**src/rtl/alu_issue_arbiter.sv**
```systemverilog
// Shares one external registered ALU between two requesters. Each operation walks
// IDLE -> EXEC -> LATCH -> RESP and its result goes back to the requester that issued it.
module alu_issue_arbiter #(
  parameter int unsigned XLEN           = 32,
  parameter int unsigned FIXED_PRIORITY = 0
) (
  input  logic            clock,
  input  logic            reset_n,
  input  logic            req0_valid,
  output logic            req0_ready,
  input  logic [2:0]      req0_funct3,
  input  logic [XLEN-1:0] req0_op_a,
  input  logic [XLEN-1:0] req0_op_b,
  input  logic            req1_valid,
  output logic            req1_ready,
  input  logic [2:0]      req1_funct3,
  input  logic [XLEN-1:0] req1_op_a,
  input  logic [XLEN-1:0] req1_op_b,
  output logic            resp0_valid,
  input  logic            resp0_ready,
  output logic            resp1_valid,
  input  logic            resp1_ready,
  output logic [XLEN-1:0] resp_data,
  output logic            busy,
  output logic            alu_enable,
  output logic [2:0]      alu_funct3,
  output logic [XLEN-1:0] alu_data_1,
  output logic [XLEN-1:0] alu_data_2,
  input  logic [XLEN-1:0] alu_data_out
);

  typedef enum logic [1:0] {StIdle, StExec, StLatch, StResp} state_e;

  state_e          state_q, state_d;
  logic            ptr_q, ptr_d;
  logic            owner_q, owner_d;
  logic [2:0]      funct3_q, funct3_d;
  logic [XLEN-1:0] op_a_q, op_a_d;
  logic [XLEN-1:0] op_b_q, op_b_d;
  logic [XLEN-1:0] result_q, result_d;

  logic grant_sel;  // 0 = requester 0, 1 = requester 1
  logic resp_hs;

  // Pick the winner among valid requesters; ties go by mode.
  always_comb begin
    grant_sel = 1'b0;
    if (req0_valid && req1_valid) begin
      grant_sel = (FIXED_PRIORITY != 0) ? 1'b0 : ptr_q;
    end else begin
      grant_sel = req1_valid;
    end
  end

  // Next-state logic and all outputs.
  always_comb begin
    state_d    = state_q;
    ptr_d      = ptr_q;
    owner_d    = owner_q;
    funct3_d   = funct3_q;
    op_a_d     = op_a_q;
    op_b_d     = op_b_q;
    result_d   = result_q;
    req0_ready = 1'b0;
    req1_ready = 1'b0;
    resp0_valid = 1'b0;
    resp1_valid = 1'b0;
    resp_data  = '0;
    busy       = (state_q != StIdle);
    alu_enable = 1'b0;
    alu_funct3 = '0;
    alu_data_1 = '0;
    alu_data_2 = '0;
    resp_hs    = owner_q ? resp1_ready : resp0_ready;

    unique case (state_q)
      StIdle: begin
        req0_ready = req0_valid && !grant_sel;
        req1_ready = req1_valid && grant_sel;
        if (req0_valid || req1_valid) begin
          owner_d  = grant_sel;
          funct3_d = grant_sel ? req1_funct3 : req0_funct3;
          op_a_d   = grant_sel ? req1_op_a : req0_op_a;
          op_b_d   = grant_sel ? req1_op_b : req0_op_b;
          state_d  = StExec;
        end
      end
      StExec: begin
        alu_enable = 1'b1;
        alu_funct3 = funct3_q;
        alu_data_1 = op_a_q;
        alu_data_2 = op_b_q;
        state_d    = StLatch;
      end
      StLatch: begin
        // ALU output registered at the end of EXEC is valid now.
        alu_funct3 = funct3_q;
        alu_data_1 = op_a_q;
        alu_data_2 = op_b_q;
        result_d   = alu_data_out;
        state_d    = StResp;
      end
      StResp: begin
        resp_data   = result_q;
        resp0_valid = !owner_q;
        resp1_valid = owner_q;
        if (resp_hs) begin
          if (FIXED_PRIORITY == 0) ptr_d = !owner_q;
          state_d = StIdle;
        end
      end
      default: state_d = StIdle;
    endcase
  end

  // State and holding registers; reset aborts any operation in flight.
  always_ff @(posedge clock or negedge reset_n) begin
    if (!reset_n) begin
      state_q  <= StIdle;
      ptr_q    <= 1'b0;
      owner_q  <= 1'b0;
      funct3_q <= '0;
      op_a_q   <= '0;
      op_b_q   <= '0;
      result_q <= '0;
    end else begin
      state_q  <= state_d;
      ptr_q    <= ptr_d;
      owner_q  <= owner_d;
      funct3_q <= funct3_d;
      op_a_q   <= op_a_d;
      op_b_q   <= op_b_d;
      result_q <= result_d;
    end
  end

endmodule

```
**config.mk**
```make
export PLATFORM = sky130hd
export DESIGN_NAME = alu_issue_arbiter
export DESIGN_NICKNAME = d
export VERILOG_FILES = /design/src/rtl/alu_issue_arbiter.sv
export SDC_FILE = /design/constraint.sdc
export NUM_CORES = 1
export LEC_CHECK = 0
export ABC_AREA = 1
export BUFFER_PORTS_ARGS = -buffer_cell sky130_fd_sc_hd__buf_2
export CORE_ASPECT_RATIO = 0.8
export CORE_UTILIZATION = 40
export DETAILED_ROUTE_END_ITERATION = 7
export PLACE_DENSITY = 0.7
export SETUP_SLACK_MARGIN = 0.2
export SLEW_MARGIN = 40
export SYNTH_ARGS = -nofsm -noshare
export SYNTH_HDL_FRONTEND = slang
export SYNTH_SLANG_ARGS = --single-unit
```
**constraint.sdc**
```tcl
create_clock -name clock -period 3.3 [get_ports clock]
set_input_delay 0.165 -clock clock [delete_from_list [all_inputs] [get_ports clock]]
set_output_delay 0.165 -clock clock [all_outputs]
set_load 0.01 [all_outputs]
```
==> results of run 1 <==
area by class of cell:
type,instances,area share
Timing Repair Buffer,287,0.190
Tap cell,184,0.0292
Sequential cell,103,0.327
Clock buffer,10,0.0303
Multi-Input combinational cell,560,0.297
Clock inverter,6,0.0117
Inverter,243,0.116
metrics by stage:
step           cell area (µm²)  power [mW]   util
2_1_floorplan             6070        4.59      -
3_3_place_gp              7550        5.88  0.519
3_5_place_dp              7550        5.94  0.519
4_1_cts                   7890        7.15  0.543
5_1_grt                   7890        7.72  0.543
6_report                  7890        7.06  0.543
cells in the mapped netlist:
| cell | count |
|---|---|
| nand2_1 | 409 |
| inv_1 | 242 |
| or2_2 | 1 |
| buf_1 | 4 |
| ha_1 | 5 |
| buf_2 | 18 |
| buf_4 | 4 |
| inv_2 | 1 |
| o21ai_4 | 1 |
| dfrtp_1 | 103 |
| clkbuf_1 | 29 |
| nor2_1 | 4 |
| o21ai_0 | 3 |
| nand3_1 | 137 |
worst max path at each step:
stage,startpoint,to,depth (start not counted)
final,state_q[1],alu_data_2[24],6
after global routing,state_q[1],alu_data_2[24],6
after CTS,state_q[1],alu_data_2[26],6
after detailed placement,state_q[1],alu_data_2[26],6
after global placement,state_q[1],alu_data_1[13],6
after floorplan,state_q[0],alu_data_1[13],7
sequential cells by signal (all words and copies together), names as in the netlist:
| register | cells |
|---|---|
| op_a_q | 32 |
| op_b_q | 32 |
| result_q | 32 |
| funct3_q | 3 |
| state_q | 2 |
| owner_q | 1 |
| ptr_q | 1 |
power by group through the flow:
stage	sequential, mW	clock, mW	combinational [mW]
after floorplan	2.17	0	2.43
after global placement	2.26	0	3.62
after detailed placement	2.27	0	3.67
after CTS	2.26	1.21	3.68
after global routing	2.34	1.26	4.13
final	2.26	1.18	3.62
worst max-delay path, stage by stage, from the launching register on:
cell	delay, ns
dfrtp_1	0.39
inv_1	0.09
ha_2	0.84
buf_4	0.40
nand2_1	0.09
inv_1	0.07
buf_2	0.12
metal layers:
layer,GRT usage,wire length [µm],share of wire,vias up
met2,0.357,7640,0.46,228
met1,0.299,7730,0.46,2758
met3,0.0572,1230,0.073,9
met5,0,0,0,-
met4,0.0396,144,0.0086,0
li1,-,-,-,3231
logic make-up (layout without fill, tap and decap cells):
group | count (synthesis) | after routing | synth area share
AO/OA/AOI/OAI | 4 | 4 | 0.00515
adder cells (fa/ha/maj) | 5 | 5 | 0.0103
buffers and inverters | 298 | 546 | 0.190
flip-flops | 103 | 103 | 0.425
AND/OR/NAND/NOR | 551 | 551 | 0.369
what timing repair did:
action | 4_1_cts | 5_1_grt
setup endpoints to repair | 0 | 0
hold buffers | 1 | 0
endpoints found under the hold margin | 65 | 0
==> results by group, run 1 <==
Timing
  • Fin Hold WS: 0.0179 ns
  • FMAX: 0.399 GHz
  • Fin Setup TNS: 0 ns
  • Worst slew margin: 0.483
  • Clock Skew: 0.00407 ns
  • PnR worst setup slack: 0.792 ns
  • # setup viols final: 0
  • Fin crit share: 0.760
  • RSZ-0062 raised after global routing: no
  • Fin crit period: 2.51 ns
  • Slew @ Worst Pin: 0.776 ns
  • Final Max Slew Viols: 0
  • Endpoints failing hold: 0

CTS
  • CTS tree: yes
  • Postcts setup bufs: 0
  • Clk_lat worst skew: 0.35 ns
  • Worst-path clk slew: 0.07 ns
  • Clk root buf: clkbuf_16
  • Post-CTS Resized: 0
  • CTS Buf Count: 9
  • Htree depth: 3
  • Max Buffers Root-to-Sink: 2
  • CTS sink count: 103

Die
  • Cell Rows: 39
  • Chip Height: 112 µm
  • Die Span X: 140 µm
  • Core Box Area: 0.0145 mm²
  • Die area: 0.0157 mm²
  • Initial core utilization: 0.417
  • IO Pins: 277

Logic synthesis
  • Syn nets: 1138
  • Cells after Synth: 961
  • Post-Syn Area: 0.00607 mm²
  • Top post-synthesis cells by area: dfrtp_1 (42%), nand2_1 (25%), inv_1 (15%), nand3_1 (11%), clkbuf_1 (1.8%)
  • Flops & latches, synth: 103
  • YS warnings: 0
  • Unique cell type count in the Yosys netlist: 14
  • Seq/Total Area, Yosys: 0.425
  • Synth top area share: 0.425
  • Avg Cell Area, Syn: 6.32 µm²
  • Yosys top cell by area: dfrtp_1

Setup path
  • Crit path required time: 3.13 ns
  • CP Launch Type: register
  • Register-to-register setup slack: 1.34 ns
  • Reg2reg path depth: 5
  • CP Class: register to output port
  • CP Max Fanout: 43
  • WP data arrival: 2.34 ns
  • Worst Setup End Kind: output port
  • Critical R2R Launch: state_q[1]
  • FF-to-FF End: state_q[1]

Placement
  • Setup WS pre-CTS: 1.13 ns
  • Port Buffers: 276
  • Dpl cells: 1376
  • DPL Wire Length: 11.9 mm
  • GP Congestion: 0.795

Flow run
  • Max Cap Violations: 0

Power and ir drop
  • Sw Pwr: 3.17 mW
  • Clock share of power: 0.167
  • Sequential share of power: 0.320
  • VDD IR max: 0.477 mV
  • Cell area power density: 894 mW/mm²
  • Combinational power share: 0.513
  • Int Power: 3.89 mW
  • Leak pwr: 5.69 nW
  • Sw Share: 0.449

Run status
  • Outcome: completed

Detailed routing
  • Iteration count of the initial detailed-routing pass: 4
  • Iter 0 DRT Violations: 312
  • Post-DR wirelength/cell: 12.0 µm
  • DR vias/cell: 4.47
  • # DRC: 0
  • ANT nets after route: 0
  • Via count: 6226
  • Post-Route WL: 16.7 mm

Global route
  • GRT Total Usage: 0.220
  • Vias in the first global route: 5644
  • Initial antenna violation count: 1
  • Overflow after GRT: 0
  • Largest net degree at the start of global routing: 69
  • First-pass GRT wire length: 27.6 mm

Layout
  • # diodes: 0
  • Area Overhead vs Synth: 30.0%
  • Post-layout net count: 1381
  • Share of layout cells above drive strength 1: 0.256
  • Layout Cells excl Fill: 1393
  • Sequential cell area: 0.00258 mm²
  • Multi-input gate area: 0.00234 mm²
  • Most frequent cells in the layout: nand2_1 (407), buf_2 (275), inv_1 (241), nand3_1 (137), dfrtp_1 (103)
  • Most common cell after layout, fill and taps aside: nand2_1
  • Fill count: 1491

Min path
  • Hold Crit Class: input pin to register
  • Hold EP: result_q[5]
  • Critical hold path startpoint: alu_data_out[5]
  • Hold path depth: 3
Power figures use the tool's default switching activity.
==> run 2, diff against run 1 <==
--- a/config.mk
+++ b/config.mk
@@ -5,12 +5,12 @@
 export SDC_FILE = /design/constraint.sdc
 export NUM_CORES = 1
 export LEC_CHECK = 0
-export ABC_AREA = 1
+export ABC_AREA = 0
 export BUFFER_PORTS_ARGS = -buffer_cell sky130_fd_sc_hd__buf_2
 export CORE_ASPECT_RATIO = 0.8
 export CORE_UTILIZATION = 40
 export DETAILED_ROUTE_END_ITERATION = 7
-export PLACE_DENSITY = 0.7
+export PLACE_DENSITY = 0.72
 export SETUP_SLACK_MARGIN = 0.2
 export SLEW_MARGIN = 40
 export SYNTH_ARGS = -nofsm -noshare
==> constraint.sdc (replaced) <==
create_clock -name clock -period 2.4 [get_ports clock]
set_input_delay 0.12 -clock clock [delete_from_list [all_inputs] [get_ports clock]]
set_output_delay 0.12 -clock clock [all_outputs]
set_load 0.01 [all_outputs]
==> run 2 against run 1 <==
Effect of this change:
- global-route usage up 0.94 points
- worst setup slack got worse by 0.30 ns
- sequential power grew 35%
- cell count down 26%
- worst hold slack worse by 0.0055 ns
- non-clock buffer count grew 21
- cell area fell by 7.3%
==> results by group, run 2 <==
Logic synthesis
  • Yosys top cell by area: dfrtp_1
  • Ys async rst share: 1.00
  • Flops & latches, synth: 103
  • Most frequent cell after synthesis: dfrtp_1
  • Cells after Synth: 591
  • EDFF count, synth: 0
  • Avg Cell Area, Syn: 9.18 µm²
  • Top post-synthesis cells by area: dfrtp_1 (47%), and2_1 (12%), a31oi_1 (7.7%), mux2_2 (6.8%), nand3_1 (6.2%)
  • Syn nets: 768
  • Unique cell type count in the Yosys netlist: 27
  • Post-Syn Area: 0.00543 mm²
  • Synth Flop Type: dfrtp_1
  • YS warnings: 0
  • Synth top area share: 0.475
  • Top cells by count, synth: dfrtp_1 (103), and2_1 (100), nor2_1 (70), a31oi_1 (67), nand3_1 (67)
  • Seq/Total Area, Yosys: 0.475

Setup path
  • Critical path's slowest cell: dfrtp_1
  • CP Class: register to output port
  • Crit path required time: 2.28 ns
  • Max incr delay on CP: 0.39 ns
  • WP data arrival: 1.79 ns
  • CP Launch Type: register
  • CP Max Fanout: 36
  • Worst-path cell chain: inv_1 > ha_1 > buf_4 > and2_1 > buf_2
  • Worst Setup End Kind: output port

Layout
  • Area Overhead vs Synth: 34.8%
  • Post-layout net count: 1027
  • Most frequent cells in the layout: buf_2 (275), dfrtp_1 (103), and2_1 (100), nor2_1 (70)
  • Most common cell after layout, fill and taps aside: buf_2
  • Fill count: 1212
  • Top Registers: op_a_q x32, op_b_q x32, result_q x32
  • # diodes: 0
  • Finished Core Util: 0.561
  • Share of layout cells above drive strength 1: 0.405

Timing
  • # setup viols final: 0
  • PnR worst setup slack: 0.493 ns
  • FMAX: 0.524 GHz
  • Final Max Slew Viols: 0
  • Clock Skew: 0.00502 ns
  • Endpoints failing hold: 0
  • Fin Setup TNS: 0 ns
  • Slew @ Worst Pin: 0.746 ns
  • RSZ-0062 raised after global routing: no
  • Fin crit period: 1.91 ns
  • Worst slew margin: 0.503
  • Fin crit share: 0.795

Die
  • Initial core utilization: 0.416
  • Cell Rows: 37
  • IO Pins: 277
  • Chip Height: 106 µm
  • Die area: 0.0140 mm²
  • Core Box Area: 0.0131 mm²
  • Die Span X: 132 µm

Global route
  • Met2 Track Usage GR: 0.386
  • GRT Total Usage: 0.229
  • Initial antenna violation count: 0
  • GRT busiest layer: met2
  • Vias in the first global route: 5203
  • Largest net degree at the start of global routing: 68
  • Met1 GRT Util: 0.288
  • Met3 usage: 0.0572
  • First-pass GRT wire length: 25.6 mm
  • Overflow after GRT: 0

CTS
  • CTS Buf Count: 9
  • CTS sink count: 103
  • CTS tree: yes
  • Clk_lat worst skew: 0.34 ns
  • Htree depth: 3
  • Max Buffers Root-to-Sink: 2
  • Worst-path clk slew: 0.07 ns
  • Postcts setup bufs: 0
  • Clk root buf: clkbuf_16

Detailed routing
  • Post-Route WL: 15.8 mm
  • DR vias/cell: 5.15
  • ANT nets after route: 0
  • Iteration count of the initial detailed-routing pass: 4
  • Via count: 5306
  • Post-DR wirelength/cell: 15.3 µm
  • # DRC: 0
  • Iter 0 DRT Violations: 253

Placement
  • GP Congestion: 0.822
  • DPL Wire Length: 10.9 mm
  • Setup WS pre-CTS: 0.626 ns
  • Port Buffers: 276

Run status
  • Outcome: completed

Power and ir drop
  • Leak pwr: 3.55 nW
  • Cell area power density: 1350 mW/mm²
  • VDD IR max: 0.582 mV
  • Overall power: 9.91 mW

Min path
  • Hold Crit Class: input pin to register

Flow run
  • Max Cap Violations: 0
run 2: through the flow:
step                      std cells  hold WS [ns]  cell area, µm²
after global placement          999         0.123            6880
after CTS                      1030      0.000432            7320
after floorplan                 591        -0.176            5430
after detailed placement        999         0.124            6880
final                          1030        0.0124            7320
after global routing           1030      0.000454            7320
run 2: layout make-up:
type	count	area (µm²)	share of cell area
clock buffer	9	225	0.0308
clock inverter	7	66.3	0.00906
inverter	5	18.8	0.00256
multi-input combinational	423	2510	0.343
sequential	103	2580	0.352
tap	175	219	0.0299
timing repair buffer	308	1700	0.232
run 2: routing by layer:
metal  routed length (µm)  part of all wire
met5                    0                 0
met4                  330             0.021
met3                 1050             0.067
met2                 7440              0.47
met1                 6970              0.44
run 2: where the power goes:
| group | leakage, nW | total [mW] | internal [mW] | switching (mW) |
|---|---|---|---|---|
| registers | 1.16 | 3.05 | 2.63 | 0.423 |
| logic | 2.25 | 5.43 | 2.50 | 2.93 |
| clock network | 0.141 | 1.42 | 0.728 | 0.697 |
| total | 3.55 | 9.91 | 5.86 | 4.05 |
run 2: cell families after synthesis:
family	share of synthesized area
flops	0.475
buf+inv	0.0643
simple gates	0.232
mux	0.0722
fa+ha+maj	0.0115
compound gates	0.145
run 2: worst paths after layout:
path / cells past startpoint / slack [ns] / startpoint / endpoint
max in group asynchronous: 3 / 1.33 / reset_n / result_q[6]
min in group asynchronous: 2 / 0.29 / reset_n / op_a_q[23]
worst max-delay path: 5 / 0.49 / state_q[1] / alu_data_1[0]
worst min-delay path: 2 / 0.01 / alu_data_out[24] / result_q[24]
worst max register to register: 6 / 0.62 / state_q[0] / op_b_q[20]
worst min register to register: 1 / 0.50 / result_q[19] / result_q[19]
run 2: worst max-delay path: cells and delay by family, from the launching register on:
kind	cells	cell delay (ns)
buffers and inverters	3	0.54
DFF	1	0.39
adders and majority gates	1	0.30
and+or+nand+nor	1	0.21
run 2: timing repair:
item,in CTS,in global routing
hold endpoints to repair,49,0
gates resized for setup,0,0
hold buffers,15,0
==> run 3, diff against run 2 <==
--- a/config.mk
+++ b/config.mk
@@ -5,12 +5,12 @@
 export SDC_FILE = /design/constraint.sdc
 export NUM_CORES = 1
 export LEC_CHECK = 0
-export ABC_AREA = 0
+export ABC_AREA = 1
 export BUFFER_PORTS_ARGS = -buffer_cell sky130_fd_sc_hd__buf_2
 export CORE_ASPECT_RATIO = 0.8
 export CORE_UTILIZATION = 40
 export DETAILED_ROUTE_END_ITERATION = 7
-export PLACE_DENSITY = 0.72
+export PLACE_DENSITY = 0.7
 export SETUP_SLACK_MARGIN = 0.2
 export SLEW_MARGIN = 40
 export SYNTH_ARGS = -nofsm -noshare
==> constraint.sdc (replaced) <==
create_clock -name clock -period 1.8 [get_ports clock]
set_input_delay 0.09 -clock clock [delete_from_list [all_inputs] [get_ports clock]]
set_output_delay 0.09 -clock clock [all_outputs]
set_load 0.01 [all_outputs]
==> run 3 against run 2 <==
Effect of this change:
- cell count is 40% higher
- wire length is 17% higher
- register-to-register slack worse by 0.34 ns
- count of clock-buffer cells in the layout is 2 higher
==> results by group, run 3 (synthesis results as in run 1) <==
Setup path
  • Max incr delay on CP: 0.39 ns
  • CP Launch Type: register
  • CP Class: register to output port
  • CP top delay family: buffers and inverters
  • CP Max Fanout: 27
  • Crit path required time: 1.71 ns
  • Critical path depth: 6
  • Critical path's slowest cell: dfrtp_1
  • WP data arrival: 1.58 ns
  • CP bufs+invs: 4
  • Reg2reg path depth: 7
  • Worst Setup End Kind: output port
  • Worst-path cell chain: inv_2 > ha_4 > buf_12 > nand2_1 > inv_1 > buf_2

Timing
  • Fin Hold WS: 0.0462 ns
  • # setup viols final: 0
  • Fin Setup TNS: 0 ns
  • FMAX: 0.600 GHz
  • Endpoints failing hold: 0
  • Slew @ Worst Pin: 0.541 ns
  • Worst slew margin: 0.639
  • Clock Skew: 0.00518 ns
  • RSZ-0062 raised after global routing: yes
  • Fin crit share: 0.926
  • Fin crit period: 1.67 ns
  • Final Max Slew Viols: 0

Run status
  • Outcome: completed

Detailed routing
  • Post-Route M1 WL: 8.29 mm
  • Wire length on met2: 8.65 mm
  • ANT nets after route: 0
  • Iter 0 DRT Violations: 324
  • Iteration count of the initial detailed-routing pass: 5
  • Top sig layer: met4
  • # DRC: 0
  • DR vias/cell: 4.54
  • Met3 wire len: 1.32 mm
  • Post-Route WL: 18.5 mm
  • Via count: 6542
  • Post-DR wirelength/cell: 12.8 µm

Layout
  • Fill count: 1418
  • Most common cell after layout, fill and taps aside: nand2_1
  • Most frequent cells in the layout: nand2_1 (405), buf_2 (273), inv_1 (239), nand3_1 (137), dfrtp_1 (103)
  • Post-layout net count: 1431
  • Share of layout cells above drive strength 1: 0.262
  • Area Overhead vs Synth: 40.0%
  • Top Registers: op_a_q x32, op_b_q x32, result_q x32
  • # diodes: 0

Die
  • Chip Height: 112 µm
  • Initial core utilization: 0.417
  • Core Box Area: 0.0145 mm²
  • Die Span X: 140 µm
  • IO Pins: 277
  • Cell Rows: 39
  • Die area: 0.0157 mm²

Global route
  • Overflow after GRT: 0
  • GRT Total Usage: 0.234
  • Initial antenna violation count: 0
  • First-pass GRT wire length: 29.5 mm
  • Largest net degree at the start of global routing: 68
  • Vias in the first global route: 6054

Min path
  • Hold path depth: 5
  • Hold Crit Class: input pin to register

CTS
  • Worst-path clk slew: 0.07 ns
  • Htree depth: 3
  • CTS tree: yes
  • Clk_lat worst skew: 0.33 ns
  • Max Buffers Root-to-Sink: 2
  • Clk root buf: clkbuf_16
  • CTS sink count: 103
  • CTS Buf Count: 9

Power and ir drop
  • Sequential share of power: 0.303
  • VDD IR max: 0.749 mV
  • Sw Share: 0.445
  • Leak pwr: 5.97 nW
  • Clock share of power: 0.145
  • Combinational power share: 0.552
  • Cell area power density: 1620 mW/mm²
  • Sw Pwr: 6.12 mW
  • Int Power: 7.64 mW

Placement
  • Port Buffers: 276
  • GP Congestion: 0.778
  • DPL Wire Length: 12.1 mm

Flow run
  • Max Cap Violations: 0
## run 3: final cells by class
type	count	area, µm²	area share
Sequential cell	103	2580	0.303
Multi-Input combinational cell	560	2370	0.279
Inverter	243	912	0.107
Tap cell	184	230	0.0271
Timing Repair Buffer	337	2100	0.247
Clock inverter	4	55.1	0.00648
Clock buffer	11	253	0.0297
## run 3: per-layer routing
metal / up-vias / track usage
met5: - / 0
met4: 0 / 0.0593
met3: 18 / 0.0465
met2: 280 / 0.395
met1: 2912 / 0.310
li1: 3332 / -
## run 3: through the flow
stage	cells	total power [mW]	area [µm²]	util	setup slack, ns
after floorplan	961	8.42	6070	-	0.228
after global placement	1382	11.1	7640	0.526	0.241
after detailed placement	1382	11.2	7640	0.526	0.210
after CTS	1435	13.6	8390	0.577	0.120
after global routing	1442	14.9	8500	0.584	0.0250
final	1442	13.8	8500	0.584	0.133
## run 3: power by group through the flow
stage | registers (mW) | logic, mW | clock network [mW]
floorplan | 3.97 | 4.45 | 0
global placement | 4.16 | 6.97 | 0
detailed placement | 4.15 | 7.08 | 0
CTS | 4.14 | 7.40 | 2.05
global route | 4.29 | 8.50 | 2.14
finish | 4.16 | 7.60 | 2.00
## run 3: worst paths after layout
check	start	end	slack, ns
hold reg to reg	result_q[27]	result_q[27]	0.47
max in group asynchronous	reset_n	funct3_q[0]	0.86
min in group asynchronous	reset_n	result_q[25]	0.28
hold / removal	req0_op_a[21]	op_a_q[21]	0.05
setup reg to reg	state_q[0]	op_a_q[9]	0.28
setup / recovery	state_q[0]	alu_data_2[29]	0.13
## run 3: timing repair
action	CTS	global route
endpoints found under the hold margin	70	0
pin swaps	1	0
resized for setup	7	8
cloned	2	1
hold buffers	33	0
setup buffers	3	6
endpoints found under the setup margin	104	164
## run 3: worst reg2reg max path, stage by stage (launching register included)
cell	delay, ns
dfrtp_1	0.41
inv_2	0.10
ha_1	0.26
o21ai_4	0.11
inv_2	0.12
buf_12	0.22
nand3_1	0.16
nand2_1	0.09
